`src/rtl/apb_req_pkg.sv`:
```
// apb_req_pkg: shared types for the request-to-APB initiator.
// FSM state encoding and the buffered response record.
package apb_req_pkg;

   localparam int unsigned APB_REQ_DW = 32;

   typedef enum logic [1:0] {
      IDLE,
      SETUP,
      ACCESS,
      RESP
   } apb_req_state_e;

   typedef struct packed {
      logic [APB_REQ_DW-1:0] rdata;
      logic                  err;
      logic                  timeout;
   } apb_rsp_t;

endpackage

```
`src/rtl/apb_bus_if.sv`:
```
// APB_BUS: APB3 signal bundle shared by initiators and peripheral nodes.
// Master drives address/control/data, Slave returns data/ready/error.
interface APB_BUS #(
   parameter int unsigned ADDR_WIDTH = 32,
   parameter int unsigned DATA_WIDTH = 32
);

   logic [ADDR_WIDTH-1:0] paddr;
   logic [DATA_WIDTH-1:0] pwdata;
   logic                  pwrite;
   logic                  psel;
   logic                  penable;
   logic [DATA_WIDTH-1:0] prdata;
   logic                  pready;
   logic                  pslverr;

   modport Master (
      output paddr, pwdata, pwrite, psel, penable,
      input  prdata, pready, pslverr
   );

   modport Slave (
      input  paddr, pwdata, pwrite, psel, penable,
      output prdata, pready, pslverr
   );

endinterface

```
`src/rtl/apb_timeout_cnt.sv`:
```
// apb_timeout_cnt: saturating ACCESS-cycle counter with an expiry flag.
// Expiry fires on the last allowed cycle; TIMEOUT_CYCLES=0 never expires.
module apb_timeout_cnt #(
   parameter int unsigned TIMEOUT_CYCLES = 256
) (
   input  logic clk_i,
   input  logic rst_i,
   input  logic clr_i,
   input  logic en_i,
   output logic expired_o
);

   localparam int unsigned CW =
      (TIMEOUT_CYCLES > 0) ? $clog2(TIMEOUT_CYCLES + 1) : 1;
   localparam logic [CW-1:0] CNT_MAX = CW'(TIMEOUT_CYCLES);
   localparam logic [CW-1:0] CNT_LAST =
      (TIMEOUT_CYCLES > 0) ? CW'(TIMEOUT_CYCLES - 1) : '0;

   logic [CW-1:0] cnt_q;

   always_ff @(posedge clk_i or posedge rst_i) begin
      if (rst_i) begin
         cnt_q <= '0;
      end else if (clr_i) begin
         cnt_q <= '0;
      end else if (en_i && (cnt_q != CNT_MAX)) begin
         cnt_q <= cnt_q + CW'(1);
      end
   end

   if (TIMEOUT_CYCLES == 0) begin : g_off
      assign expired_o = 1'b0;
   end else begin : g_on
      assign expired_o = (cnt_q == CNT_LAST);
   end

endmodule

```
`src/rtl/apb_req_master.sv`:
```
// apb_req_master: single-outstanding valid/ready to APB3 initiator.
// SETUP/ACCESS sequencing, wait states, PSLVERR, timeout, one response.
module apb_req_master
   import apb_req_pkg::*;
#(
   parameter int unsigned APB_ADDR_WIDTH = 32,
   parameter int unsigned APB_DATA_WIDTH = APB_REQ_DW,
   parameter int unsigned TIMEOUT_CYCLES = 256
) (
   input  logic                      clk_i,
   input  logic                      rst_i,
   input  logic                      req_valid_i,
   output logic                      req_ready_o,
   input  logic                      req_write_i,
   input  logic [APB_ADDR_WIDTH-1:0] req_addr_i,
   input  logic [APB_DATA_WIDTH-1:0] req_wdata_i,
   output logic                      rsp_valid_o,
   input  logic                      rsp_ready_i,
   output logic [APB_DATA_WIDTH-1:0] rsp_rdata_o,
   output logic                      rsp_err_o,
   output logic                      rsp_timeout_o,
   APB_BUS.Master                    apb_master
);

   apb_req_state_e state_q, state_d;
   apb_rsp_t       rsp_q, rsp_d;

   logic                      write_q;
   logic [APB_ADDR_WIDTH-1:0] addr_q;
   logic [APB_DATA_WIDTH-1:0] wdata_q;

   logic lat_en;
   logic cnt_clr;
   logic cnt_en;
   logic cnt_expired;

   apb_timeout_cnt #(
      .TIMEOUT_CYCLES(TIMEOUT_CYCLES)
   ) u_cnt (
      .clk_i     (clk_i),
      .rst_i     (rst_i),
      .clr_i     (cnt_clr),
      .en_i      (cnt_en),
      .expired_o (cnt_expired)
   );

   always_ff @(posedge clk_i or posedge rst_i) begin
      if (rst_i) begin
         state_q <= IDLE;
      end else begin
         state_q <= state_d;
      end
   end

   always_comb begin
      state_d = state_q;
      rsp_d   = rsp_q;
      lat_en  = 1'b0;
      cnt_clr = 1'b0;
      cnt_en  = 1'b0;
      unique case (state_q)
         IDLE: begin
            if (req_valid_i) begin
               lat_en  = 1'b1;
               cnt_clr = 1'b1;
               state_d = SETUP;
            end
         end
         SETUP: begin
            state_d = ACCESS;
         end
         ACCESS: begin
            cnt_en = 1'b1;
            // a ready peripheral wins over a simultaneous timeout
            if (apb_master.pready) begin
               rsp_d.rdata   = (write_q || apb_master.pslverr) ?
                               '0 : APB_REQ_DW'(apb_master.prdata);
               rsp_d.err     = apb_master.pslverr;
               rsp_d.timeout = 1'b0;
               state_d       = RESP;
            end else if (cnt_expired) begin
               rsp_d.rdata   = '0;
               rsp_d.err     = 1'b1;
               rsp_d.timeout = 1'b1;
               state_d       = RESP;
            end
         end
         RESP: begin
            if (rsp_ready_i) begin
               state_d = IDLE;
            end
         end
         default: begin
            state_d = IDLE;
         end
      endcase
   end

   always_ff @(posedge clk_i or posedge rst_i) begin
      if (rst_i) begin
         write_q <= 1'b0;
         addr_q  <= '0;
         wdata_q <= '0;
      end else if (lat_en) begin
         write_q <= req_write_i;
         addr_q  <= req_addr_i;
         wdata_q <= req_wdata_i;
      end
   end

   always_ff @(posedge clk_i or posedge rst_i) begin
      if (rst_i) begin
         rsp_q <= '0;
      end else begin
         rsp_q <= rsp_d;
      end
   end

   assign req_ready_o   = (state_q == IDLE);
   assign rsp_valid_o   = (state_q == RESP);
   assign rsp_rdata_o   = APB_DATA_WIDTH'(rsp_q.rdata);
   assign rsp_err_o     = rsp_q.err;
   assign rsp_timeout_o = rsp_q.timeout;

   // bus fields come straight from the request latch, so they simply
   // keep the previous transfer's values while idle
   assign apb_master.paddr   = addr_q;
   assign apb_master.pwdata  = wdata_q;
   assign apb_master.pwrite  = write_q;
   assign apb_master.psel    = (state_q == SETUP) || (state_q == ACCESS);
   assign apb_master.penable = (state_q == ACCESS);

endmodule

```
`src/flat_wrapper.sv`:
```
// flat-port wrapper written by rule: the top's interface ports become plain ports
module apb_req_master_flat import apb_req_pkg::*;
#(
   parameter int unsigned APB_ADDR_WIDTH = 32,
   parameter int unsigned APB_DATA_WIDTH = APB_REQ_DW,
   parameter int unsigned TIMEOUT_CYCLES = 256
)
  (clk_i, rst_i, req_valid_i, req_ready_o, req_write_i, req_addr_i, req_wdata_i, rsp_valid_o, rsp_ready_i, rsp_rdata_o, rsp_err_o, rsp_timeout_o, apb_master_paddr, apb_master_pwdata, apb_master_pwrite, apb_master_psel, apb_master_penable, apb_master_prdata, apb_master_pready, apb_master_pslverr);
  APB_BUS #(.ADDR_WIDTH((32)), .DATA_WIDTH((32))) apb_master_i ();
  input  logic clk_i;
  input  logic rst_i;
  input  logic req_valid_i;
  output logic req_ready_o;
  input  logic req_write_i;
  input  logic [APB_ADDR_WIDTH-1:0] req_addr_i;
  input  logic [APB_DATA_WIDTH-1:0] req_wdata_i;
  output logic rsp_valid_o;
  input  logic rsp_ready_i;
  output logic [APB_DATA_WIDTH-1:0] rsp_rdata_o;
  output logic rsp_err_o;
  output logic rsp_timeout_o;
  output wire logic [$bits(apb_master_i.paddr)-1:0] apb_master_paddr;
  output wire logic [$bits(apb_master_i.pwdata)-1:0] apb_master_pwdata;
  output wire logic [$bits(apb_master_i.pwrite)-1:0] apb_master_pwrite;
  output wire logic [$bits(apb_master_i.psel)-1:0] apb_master_psel;
  output wire logic [$bits(apb_master_i.penable)-1:0] apb_master_penable;
  input wire logic [$bits(apb_master_i.prdata)-1:0] apb_master_prdata;
  input wire logic [$bits(apb_master_i.pready)-1:0] apb_master_pready;
  input wire logic [$bits(apb_master_i.pslverr)-1:0] apb_master_pslverr;
  assign apb_master_paddr = apb_master_i.paddr;
  assign apb_master_pwdata = apb_master_i.pwdata;
  assign apb_master_pwrite = apb_master_i.pwrite;
  assign apb_master_psel = apb_master_i.psel;
  assign apb_master_penable = apb_master_i.penable;
  assign apb_master_i.prdata = apb_master_prdata;
  assign apb_master_i.pready = apb_master_pready;
  assign apb_master_i.pslverr = apb_master_pslverr;
  apb_req_master #(.APB_ADDR_WIDTH(APB_ADDR_WIDTH), .APB_DATA_WIDTH(APB_DATA_WIDTH), .TIMEOUT_CYCLES(TIMEOUT_CYCLES)) u_core (.clk_i(clk_i), .rst_i(rst_i), .req_valid_i(req_valid_i), .req_ready_o(req_ready_o), .req_write_i(req_write_i), .req_addr_i(req_addr_i), .req_wdata_i(req_wdata_i), .rsp_valid_o(rsp_valid_o), .rsp_ready_i(rsp_ready_i), .rsp_rdata_o(rsp_rdata_o), .rsp_err_o(rsp_err_o), .rsp_timeout_o(rsp_timeout_o), .apb_master(apb_master_i));
endmodule
```
`config.mk`:
```
export PLATFORM = sky130hd
export DESIGN_NAME = apb_req_master_flat
export DESIGN_NICKNAME = d
export VERILOG_FILES = /design/src/rtl/apb_req_pkg.sv /design/src/rtl/apb_bus_if.sv /design/src/rtl/apb_timeout_cnt.sv /design/src/rtl/apb_req_master.sv /design/src/flat_wrapper.sv
export SDC_FILE = /design/constraint.sdc
export NUM_CORES = 1
export LEC_CHECK = 0
export CORE_ASPECT_RATIO = 1.25
export CORE_UTILIZATION = 45
export CTS_CLUSTER_SIZE = 28
export DETAILED_ROUTE_END_ITERATION = 10
export GPL_ROUTABILITY_DRIVEN = 0
export PLACE_DENSITY = 0.86
export SETUP_SLACK_MARGIN = 0.2
export SYNTH_ARGS = -nofsm -noshare
export SYNTH_HDL_FRONTEND = slang
export SYNTH_HIERARCHICAL = 1
export SYNTH_SLANG_ARGS = --single-unit
```
`constraint.sdc`:
```
create_clock -name clk_i -period 7.7 [get_ports clk_i]
set_input_delay 2.31 -clock clk_i [delete_from_list [all_inputs] [get_ports clk_i]]
set_output_delay 2.31 -clock clk_i [all_outputs]
set_load 0.01 [all_outputs]
```
==> results.sh, run 1 <==
export IMPL_grt_pass1_wl_um=17200
export IMPL_yosys_top_cells_area="dfrtp_1, mux2_4, mux2_2"
export IMPL_worstSetupStartpoint="u_core/state_q[0]"
export IMPL_first_global_vias=3234
export IMPL_root_buffer="clkbuf_16"
export IMPL_cts_resized_gates=0
export IMPL_area_delta_synth_final_pct=52.9
export IMPL_critical_path_class="reg -> out"
export IMPL_post_dp_hpwl_um=8180
export IMPL_yosysSeqAreaShare=0.610
export IMPL_multi_input_area_um2=1570
export IMPL_drc=0
export IMPL_io_pins=206
export IMPL_synth_top_cell_by_area="dfrtp_1"
export IMPL_die_h_um=114
export IMPL_htree_levels=3
export IMPL_clk_path_buf_depth=2
export IMPL_dieArea_um2=10400
export IMPL_ant_nets=0
export IMPL_vias_per_cell=5.06
export IMPL_tns_ns=0
export IMPL_fin_crit_sh=0.548
export IMPL_synth_top_area_share=0.610
export IMPL_dr_pass1_iters=5
export IMPL_cp_start_kind="register"
export IMPL_drt_initial_drc_count=109
export IMPL_drv_cap=0
export IMPL_synth_area_um2=4510
export IMPL_crit_fanout=12
export IMPL_cts_buffers=9
export IMPL_status="finished clean"
export IMPL_max_slew_worst_pin_slew_ns=1.28
export IMPL_dp_cells=605
export IMPL_hold_viol=0
export IMPL_grt_setup_unrepaired="no"
export IMPL_slew_headroom=0.147
export IMPL_drv_slew=0
export IMPL_layout_drive_gt1_share=0.188
export IMPL_cts_tree="built"
export IMPL_place_ws_ns=3.30
export IMPL_hold_class="reg -> reg"
export IMPL_syn_area_per_cell_um2=15.8
export IMPL_rows=40
export IMPL_p_leak_nw=2.99
export IMPL_synth_flop_cell="dfrtp_1"
export IMPL_vdd_drop_max_mv=0.264
export IMPL_antenna_found_initial=0
export IMPL_setup_violations=0
export IMPL_die_w_um=91.5
export IMPL_start_util=0.467
export IMPL_r2r_start="u_core/state_q[0]"
export IMPL_max_freq_mhz=237
export IMPL_ys_warn_count=6
export IMPL_gr_total_overflow=0
export IMPL_synth_common_cells="dfrtp_1, mux2_4, a22o_1, mux2_2, inv_1"
export IMPL_wire_per_inst_um=18.1
export IMPL_clock_skew_ns=0.00576
export IMPL_synthCells=285
export IMPL_synth_edff_count=0
export IMPL_vias=3143
export IMPL_yosysMostFrequentCell="dfrtp_1"
export IMPL_antenna_cells=0
export IMPL_cp_data_arrival_time_ns=1.91
export IMPL_core_area_um2=9660
export IMPL_ys_ff_latch=110
export IMPL_required_ns=5.39
export IMPL_portBuffers=205
export IMPL_postCtsSetupBuffers=0
export IMPL_fin_ws_ns=3.48
export IMPL_hold_path_startpoint="u_core/rsp_timeout_o"
export IMPL_p_per_area_nw_per_um2=385
export IMPL_synth_cell_types=34
export IMPL_synth_nets=394
export IMPL_fillerInstances=688
export IMPL_setup_worst_path_end_class="output pin"
export IMPL_grtUsageTotal=0.218
export IMPL_wl_um=11300
export IMPL_clkSlewWorstSetupHoldPaths_ns=0.06
export IMPL_async_reset_ff_frac=1.00
export IMPL_period_minus_slack_ns=4.22
export IMPL_nets=599
export IMPL_clkLatencyLatePin_ns=0.34
export IMPL_final_cells=621
export IMPL_final_seq_area_um2=2750
export IMPL_grt_max_degree=77
export IMPL_cts_hold_buf=0
export IMPL_cts_sink_count=110
layout make-up:
| type | count | area share |
|---|---|---|
| repair buffers | 208 | 0.301 |
| flip-flops and latches | 110 | 0.399 |
| multi-input cells | 152 | 0.228 |
| clock buffers | 13 | 0.0377 |
| well taps | 126 | 0.0229 |
| clock inverters | 3 | 0.00617 |
| inverters | 9 | 0.00526 |
cell usage in the layout (no fill, tap or decap), types with 2 or more instances in the layout:
master | netlist | routed
inv_1 | 9 | 8
nor2_1 | 7 | 7
dfrtp_1 | 110 | 110
a22o_1 | 32 | 32
buf_4 | 5 | 3
clkbuf_8 | 0 | 2
ha_1 | 6 | 6
clkbuf_16 | 0 | 9
mux2_4 | 40 | 40
or3_1 | 3 | 3
mux2_2 | 27 | 27
o21ai_0 | 4 | 4
nand4_1 | 4 | 4
clkdlybuf4s50_1 | 0 | 205
a21oi_1 | 4 | 4
nand2b_1 | 2 | 2
clkbuf_1 | 1 | 2
nand2_1 | 6 | 6
xor2_1 | 2 | 2
worst max-delay path: stages, from the launching register on:
cell,delay [ns]
dfrtp_1,0.40
inv_1,0.08
ha_1,0.46
clkdlybuf4s50_1,0.63
path summary, 6_finish.rpt:
kind	slack [ns]	endpoint	depth (start not counted)
max	3.48	apb_master_penable	3
min	0.49	u_core/rsp_timeout_o	2
max reg2reg	5.18	u_core/rsp_rdata_o[8]	5
min reg2reg	0.49	u_core/rsp_timeout_o	2
max in group asynchronous	4.20	u_core/rsp_rdata_o[30]	3
min in group asynchronous	2.33	u_core/u_cnt/cnt_q[2]	2
power breakdown:
| part | leakage, nW | switching [W] | internal, W | total [W] |
|---|---|---|---|---|
| clock | 0.146 | 0.000193 | 0.000270 | 0.000463 |
| combinational | 1.48 | 0.000447 | 0.000783 | 0.00123 |
| sequential | 1.37 | 0.000142 | 0.000822 | 0.000964 |
| total | 2.99 | 0.000782 | 0.00187 | 0.00266 |
registers in the layout, indices dropped and copies added (netlist names):
name                      flops
u_core/apb_master.paddr      32
u_core/state_q                2
u_core/rsp_rdata_o           32
u_core/u_cnt/cnt_q            9
u_core/apb_master.pwrite      1
u_core/apb_master.pwdata     32
u_core/rsp_timeout_o          1
u_core/rsp_err_o              1
stage by stage:
step | hold slack, ns | area (µm²) | utilization | total power [W]
final | 0.487 | 6900 | 0.714 | 0.00266
after global routing | 0.516 | 6900 | 0.714 | 0.00279
after CTS | 0.499 | 6900 | 0.714 | 0.00268
after detailed placement | 0.484 | 6590 | 0.683 | 0.00221
after global placement | 0.471 | 6590 | 0.683 | 0.00216
after floorplan | 0.500 | 4510 | - | 0.00159
layer usage:
| metal | vias to the layer above | GRT usage | part of all wire |
|---|---|---|---|
| met5 | - | 0 | 0 |
| met4 | 0 | 0.0952 | 0.017 |
| met3 | 14 | 0.0353 | 0.053 |
| met2 | 120 | 0.389 | 0.54 |
| met1 | 1572 | 0.259 | 0.39 |
| li1 | 1437 | - | - |
cells by family (layout without fill, tap and decap cells):
group	Yosys count	count (layout)	synth area share
flops	110	110	0.610
compound gates	47	47	0.0896
fa+ha+maj	6	6	0.0166
xor+xnor	2	2	0.00389
mux	68	68	0.203
buf+inv	23	233	0.0411
simple gates	29	29	0.0355
(Power assumes the default switching activity.)
==> run 2: changes to the inputs <==
CORE_UTILIZATION = 38   (was 45)
PLACE_DENSITY = 0.77   (was 0.86)
clock period = 3.6 ns   (was 7.7 ns; I/O delays follow)
==> results.sh, run 2 (synthesis gave the netlist of run 1 again) <==
export IMPL_status="finished clean"
export IMPL_fillerInstances=900
export IMPL_dr_pass1_iters=4
export IMPL_nets=602
export IMPL_die_w_um=99.4
export IMPL_antenna_cells=0
export IMPL_setup_worst_path_end_class="output pin"
export IMPL_wire_per_inst_um=17.6
export IMPL_mostFrequentLayoutCell="clkdlybuf4s50_1"
export IMPL_period_minus_slack_ns=2.97
export IMPL_grtUsageTotal=0.184
export IMPL_io_pins=206
export IMPL_final_area_um2=6980
export IMPL_gr_total_overflow=0
export IMPL_clk_path_buf_depth=2
export IMPL_die_h_um=124
export IMPL_hold_class="reg -> reg"
export IMPL_cp_start_kind="register"
export IMPL_wl_um=11200
export IMPL_critical_path_class="reg -> out"
export IMPL_grt_setup_unrepaired="no"
export IMPL_p_switching_w=0.00169
export IMPL_drv_slew=0
export IMPL_final_cells=636
export IMPL_seqPwrFrac=0.363
export IMPL_cts_resized_gates=0
export IMPL_portBuffers=205
export IMPL_fin_crit_sh=0.824
export IMPL_hold_viol=0
export IMPL_required_ns=2.52
export IMPL_rows=44
export IMPL_htree_levels=3
export IMPL_cts_tree="built"
export IMPL_crit_fanout=12
export IMPL_dpl_cell_area_um2=6680
export IMPL_ant_nets=0
export IMPL_setup_violations=0
export IMPL_cts_buffers=9
export IMPL_swShare=0.296
export IMPL_clkLatencyLatePin_ns=0.34
export IMPL_clkSlewWorstSetupHoldPaths_ns=0.07
export IMPL_root_buffer="clkbuf_16"
export IMPL_clock_skew_ns=0.00731
export IMPL_intPower_w=0.00400
export IMPL_p_per_area_nw_per_um2=815
export IMPL_first_global_vias=3242
export IMPL_vdd_drop_max_mv=0.383
export IMPL_max_slew_worst_pin_slew_ns=0.733
export IMPL_post_dp_hpwl_um=8240
export IMPL_drv_cap=0
export IMPL_drt_initial_drc_count=118
export IMPL_cts_sink_count=110
export IMPL_start_util=0.390
export IMPL_cp_data_arrival_time_ns=1.89
export IMPL_cts_hold_buf=0
export IMPL_tns_ns=0
export IMPL_drc=0
export IMPL_power_w=0.00569
export IMPL_p_leak_nw=3.01
export IMPL_p_comb_frac=0.463
export IMPL_slew_headroom=0.510
export IMPL_antenna_found_initial=0
export IMPL_grt_pass1_wl_um=17400
export IMPL_postCtsSetupBuffers=0
export IMPL_dp_cells=620
export IMPL_max_freq_mhz=337
export IMPL_vias=3155
export IMPL_vias_per_cell=4.96
export IMPL_area_delta_synth_final_pct=54.9
export IMPL_p_clk_frac=0.175
export IMPL_final_cell_mix="clkdlybuf4s50_1, dfrtp_1, mux2_4"
export IMPL_grt_max_degree=47
export IMPL_layout_drive_gt1_share=0.195
export IMPL_dieArea_um2=12300
export IMPL_core_area_um2=11600
## run 2: power groups by stage
stage	clock network, W	logic (W)	registers [W]
2_1_floorplan	0	0.00113	0.00228
3_3_place_gp	0	0.00259	0.00207
3_5_place_dp	0	0.00266	0.00208
4_1_cts	0.00102	0.00267	0.00207
5_1_grt	0.00107	0.00281	0.00214
6_report	0.000995	0.00263	0.00206
## run 2: metrics by stage
step | hold slack, ns | utilization | setup slack [ns]
2_1_floorplan | 0.500 | - | 1.32
3_3_place_gp | 0.476 | 0.578 | 0.830
3_5_place_dp | 0.475 | 0.578 | 0.782
4_1_cts | 0.499 | 0.604 | 0.608
5_1_grt | 0.527 | 0.604 | 0.519
6_report | 0.493 | 0.604 | 0.632
## run 2: worst max-delay path, stage by stage (launching register included)
cell and delay [ns]:
dfrtp_1 0.40, inv_1 0.09, ha_1 0.43, clkdlybuf4s50_1 0.64
## run 2: worst paths after layout
check | start | to | slack, ns | depth (start not counted)
setup reg to reg | u_core/state_q[0] | u_core/apb_master.paddr[15] | 1.60 | 5
hold reg to reg | u_core/rsp_timeout_o | u_core/rsp_timeout_o | 0.49 | 2
max in group asynchronous | rst_i | u_core/rsp_rdata_o[18] | 1.70 | 3
hold / removal | u_core/rsp_timeout_o | u_core/rsp_timeout_o | 0.49 | 2
min in group asynchronous | rst_i | u_core/u_cnt/cnt_q[8] | 1.09 | 2
setup / recovery | u_core/state_q[0] | apb_master_penable | 0.63 | 3
## run 2: per-layer routing
layer  wire (µm)  up-vias  track usage
li1            -     1448            -
met3         564       20       0.0376
met5           0        -            0
met2        5700      110        0.311
met4         282        0       0.0836
met1        4640     1577        0.229
## run 2: layout make-up
type                       count  area, µm²  share of cell area
tap                          138        173              0.0247
sequential                   110       2750               0.394
clock inverter                 5       58.8             0.00842
multi-input combinational    152       1570               0.225
clock buffer                  11        243              0.0348
inverter                       9       37.5             0.00538
timing repair buffer         211       2150               0.307
==> run 3: changes to the inputs <==
clock period = 2.4 ns   (was 3.6 ns; I/O delays follow)
==> results.sh, run 3 (synthesis gave the netlist of run 1 again) <==
export IMPL_intPower_w=0.00611
export IMPL_cts_tree="built"
export IMPL_vias=3165
export IMPL_layout_drive_gt1_share=0.204
export IMPL_nets=605
export IMPL_cp_start_kind="register"
export IMPL_period_minus_slack_ns=2.12
export IMPL_cts_hold_buf=0
export IMPL_setup_violations=0
export IMPL_dieArea_um2=12300
export IMPL_tns_ns=0
export IMPL_r2r_start="u_core/u_cnt/cnt_q[0]"
export IMPL_place_ws_ns=0.210
export IMPL_dp_cells=621
export IMPL_p_leak_nw=3.05
export IMPL_reg2reg_slack_ns=0.50
export IMPL_worstHoldPathCells=2
export IMPL_drv_cap=0
export IMPL_final_cells=639
export IMPL_slew_headroom=0.635
export IMPL_die_h_um=124
export IMPL_critical_path_class="reg -> out"
export IMPL_swShare=0.295
export IMPL_cp_data_arrival_time_ns=1.40
export IMPL_final_cell_mix="clkdlybuf4s50_1, dfrtp_1, mux2_4"
export IMPL_fillerInstances=919
export IMPL_vias_per_cell=4.95
export IMPL_rows=44
export IMPL_root_buffer="clkbuf_16"
export IMPL_setup_worst_path_end_class="output pin"
export IMPL_dpl_cell_area_um2=6700
export IMPL_p_switching_w=0.00256
export IMPL_grt_pass1_wl_um=16800
export IMPL_ant_nets=0
export IMPL_drt_initial_drc_count=123
export IMPL_antenna_found_initial=0
export IMPL_hold_path_startpoint="u_core/rsp_timeout_o"
export IMPL_gr_total_overflow=0
export IMPL_area_delta_synth_final_pct=56.0
export IMPL_post_dp_hpwl_um=8030
export IMPL_grtUsageTotal=0.178
export IMPL_core_area_um2=11600
export IMPL_p_per_area_nw_per_um2=1230
export IMPL_grt_setup_unrepaired="no"
export IMPL_clk_path_buf_depth=2
export IMPL_antenna_cells=0
export IMPL_seqPwrFrac=0.354
export IMPL_max_freq_mhz=473
export IMPL_hold_class="reg -> reg"
export IMPL_required_ns=1.68
export IMPL_p_comb_frac=0.462
export IMPL_p_clk_frac=0.183
export IMPL_crit_fanout=2
export IMPL_status="finished clean"
export IMPL_io_pins=206
export IMPL_mostFrequentLayoutCell="clkdlybuf4s50_1"
export IMPL_portBuffers=205
export IMPL_wire_per_inst_um=17.4
export IMPL_htree_levels=3
export IMPL_power_w=0.00867
export IMPL_clkLatencyLatePin_ns=0.34
export IMPL_reg2reg_depth=7
export IMPL_cts_buffers=9
export IMPL_clkSlewWorstSetupHoldPaths_ns=0.07
export IMPL_start_util=0.390
export IMPL_fin_ws_ns=0.285
export IMPL_grt_max_degree=102
export IMPL_fin_crit_sh=0.881
export IMPL_hold_viol=0
export IMPL_max_slew_worst_pin_slew_ns=0.547
export IMPL_final_area_um2=7030
export IMPL_die_w_um=99.4
export IMPL_dr_pass1_iters=4
export IMPL_drv_slew=0
export IMPL_holdPathEnd="u_core/rsp_timeout_o"
export IMPL_cts_sink_count=110
export IMPL_clock_skew_ns=0.00558
export IMPL_first_global_vias=3226
export IMPL_r2r_end="u_core/state_q[1]"
export IMPL_wl_um=11100
export IMPL_drc=0
export IMPL_vdd_drop_max_mv=0.548
run 3: changes by cell type in the layout (fill, tap and decap cells not counted), sizes merged:
cell / previous run / this run
buf: 6 / 9
bufinv: 1 / 2
clkbuf: 11 / 9
clkdlybuf4s50: 205 / 201
clkinvlp: 3 / 2
dlygate4sd2: 0 / 4
inv: 8 / 10
run 3: final cells by class:
cell class | instances | area, µm² | area share
inverter | 9 | 37.5 | 0.00534
sequential | 110 | 2750 | 0.391
multi-input combinational | 152 | 1570 | 0.224
clock buffer | 9 | 225 | 0.0320
tap | 138 | 173 | 0.0245
timing repair buffer | 214 | 2180 | 0.309
clock inverter | 7 | 95.1 | 0.0135
run 3: routing by layer:
| metal | GRT usage | routed length [µm] |
|---|---|---|
| met5 | 0 | 0 |
| met4 | 0.0533 | 125 |
| met3 | 0.0432 | 627 |
| met2 | 0.313 | 5850 |
| met1 | 0.217 | 4520 |
run 3: metrics by stage:
stage / hold WS [ns] / utilization
2_1_floorplan: 0.500 / -
3_5_place_dp: 0.475 / 0.580
5_1_grt: 0.520 / 0.608
3_3_place_gp: 0.477 / 0.580
6_report: 0.490 / 0.608
4_1_cts: 0.495 / 0.608
run 3: timing repair:
item                       CTS  global route
setup endpoints to repair    4             0
gates resized for setup      5             0
setup buffers                2             0
run 3: worst max-delay path: stages (launching register included):
cell           delay (ns)
dfrtp_1              0.39
inv_1                0.10
ha_2                 0.28
dlygate4sd2_1        0.28
run 3: worst max path at each step:
stage                     slack [ns]                          end  cells past startpoint               from
after detailed placement        0.21  u_core/apb_master.paddr[25]                      4        req_valid_i
after floorplan                 0.48   u_core/apb_master.paddr[0]                      1              rst_i
after global routing            0.25              apb_master_psel                      3  u_core/state_q[0]
after CTS                       0.29              apb_master_psel                      3  u_core/state_q[0]
after global placement          0.24  u_core/apb_master.paddr[18]                      4        req_valid_i
final                           0.28              apb_master_psel                      3  u_core/state_q[0]
run 3: power groups by stage:
stage | Clock (W) | Sequential (W) | Combinational [W]
3_5_place_dp | 0 | 0.00312 | 0.00402
2_1_floorplan | 0 | 0.00341 | 0.00169
4_1_cts | 0.00165 | 0.00308 | 0.00405
6_report | 0.00159 | 0.00307 | 0.00401
5_1_grt | 0.00171 | 0.00317 | 0.00425
3_3_place_gp | 0 | 0.00309 | 0.00393
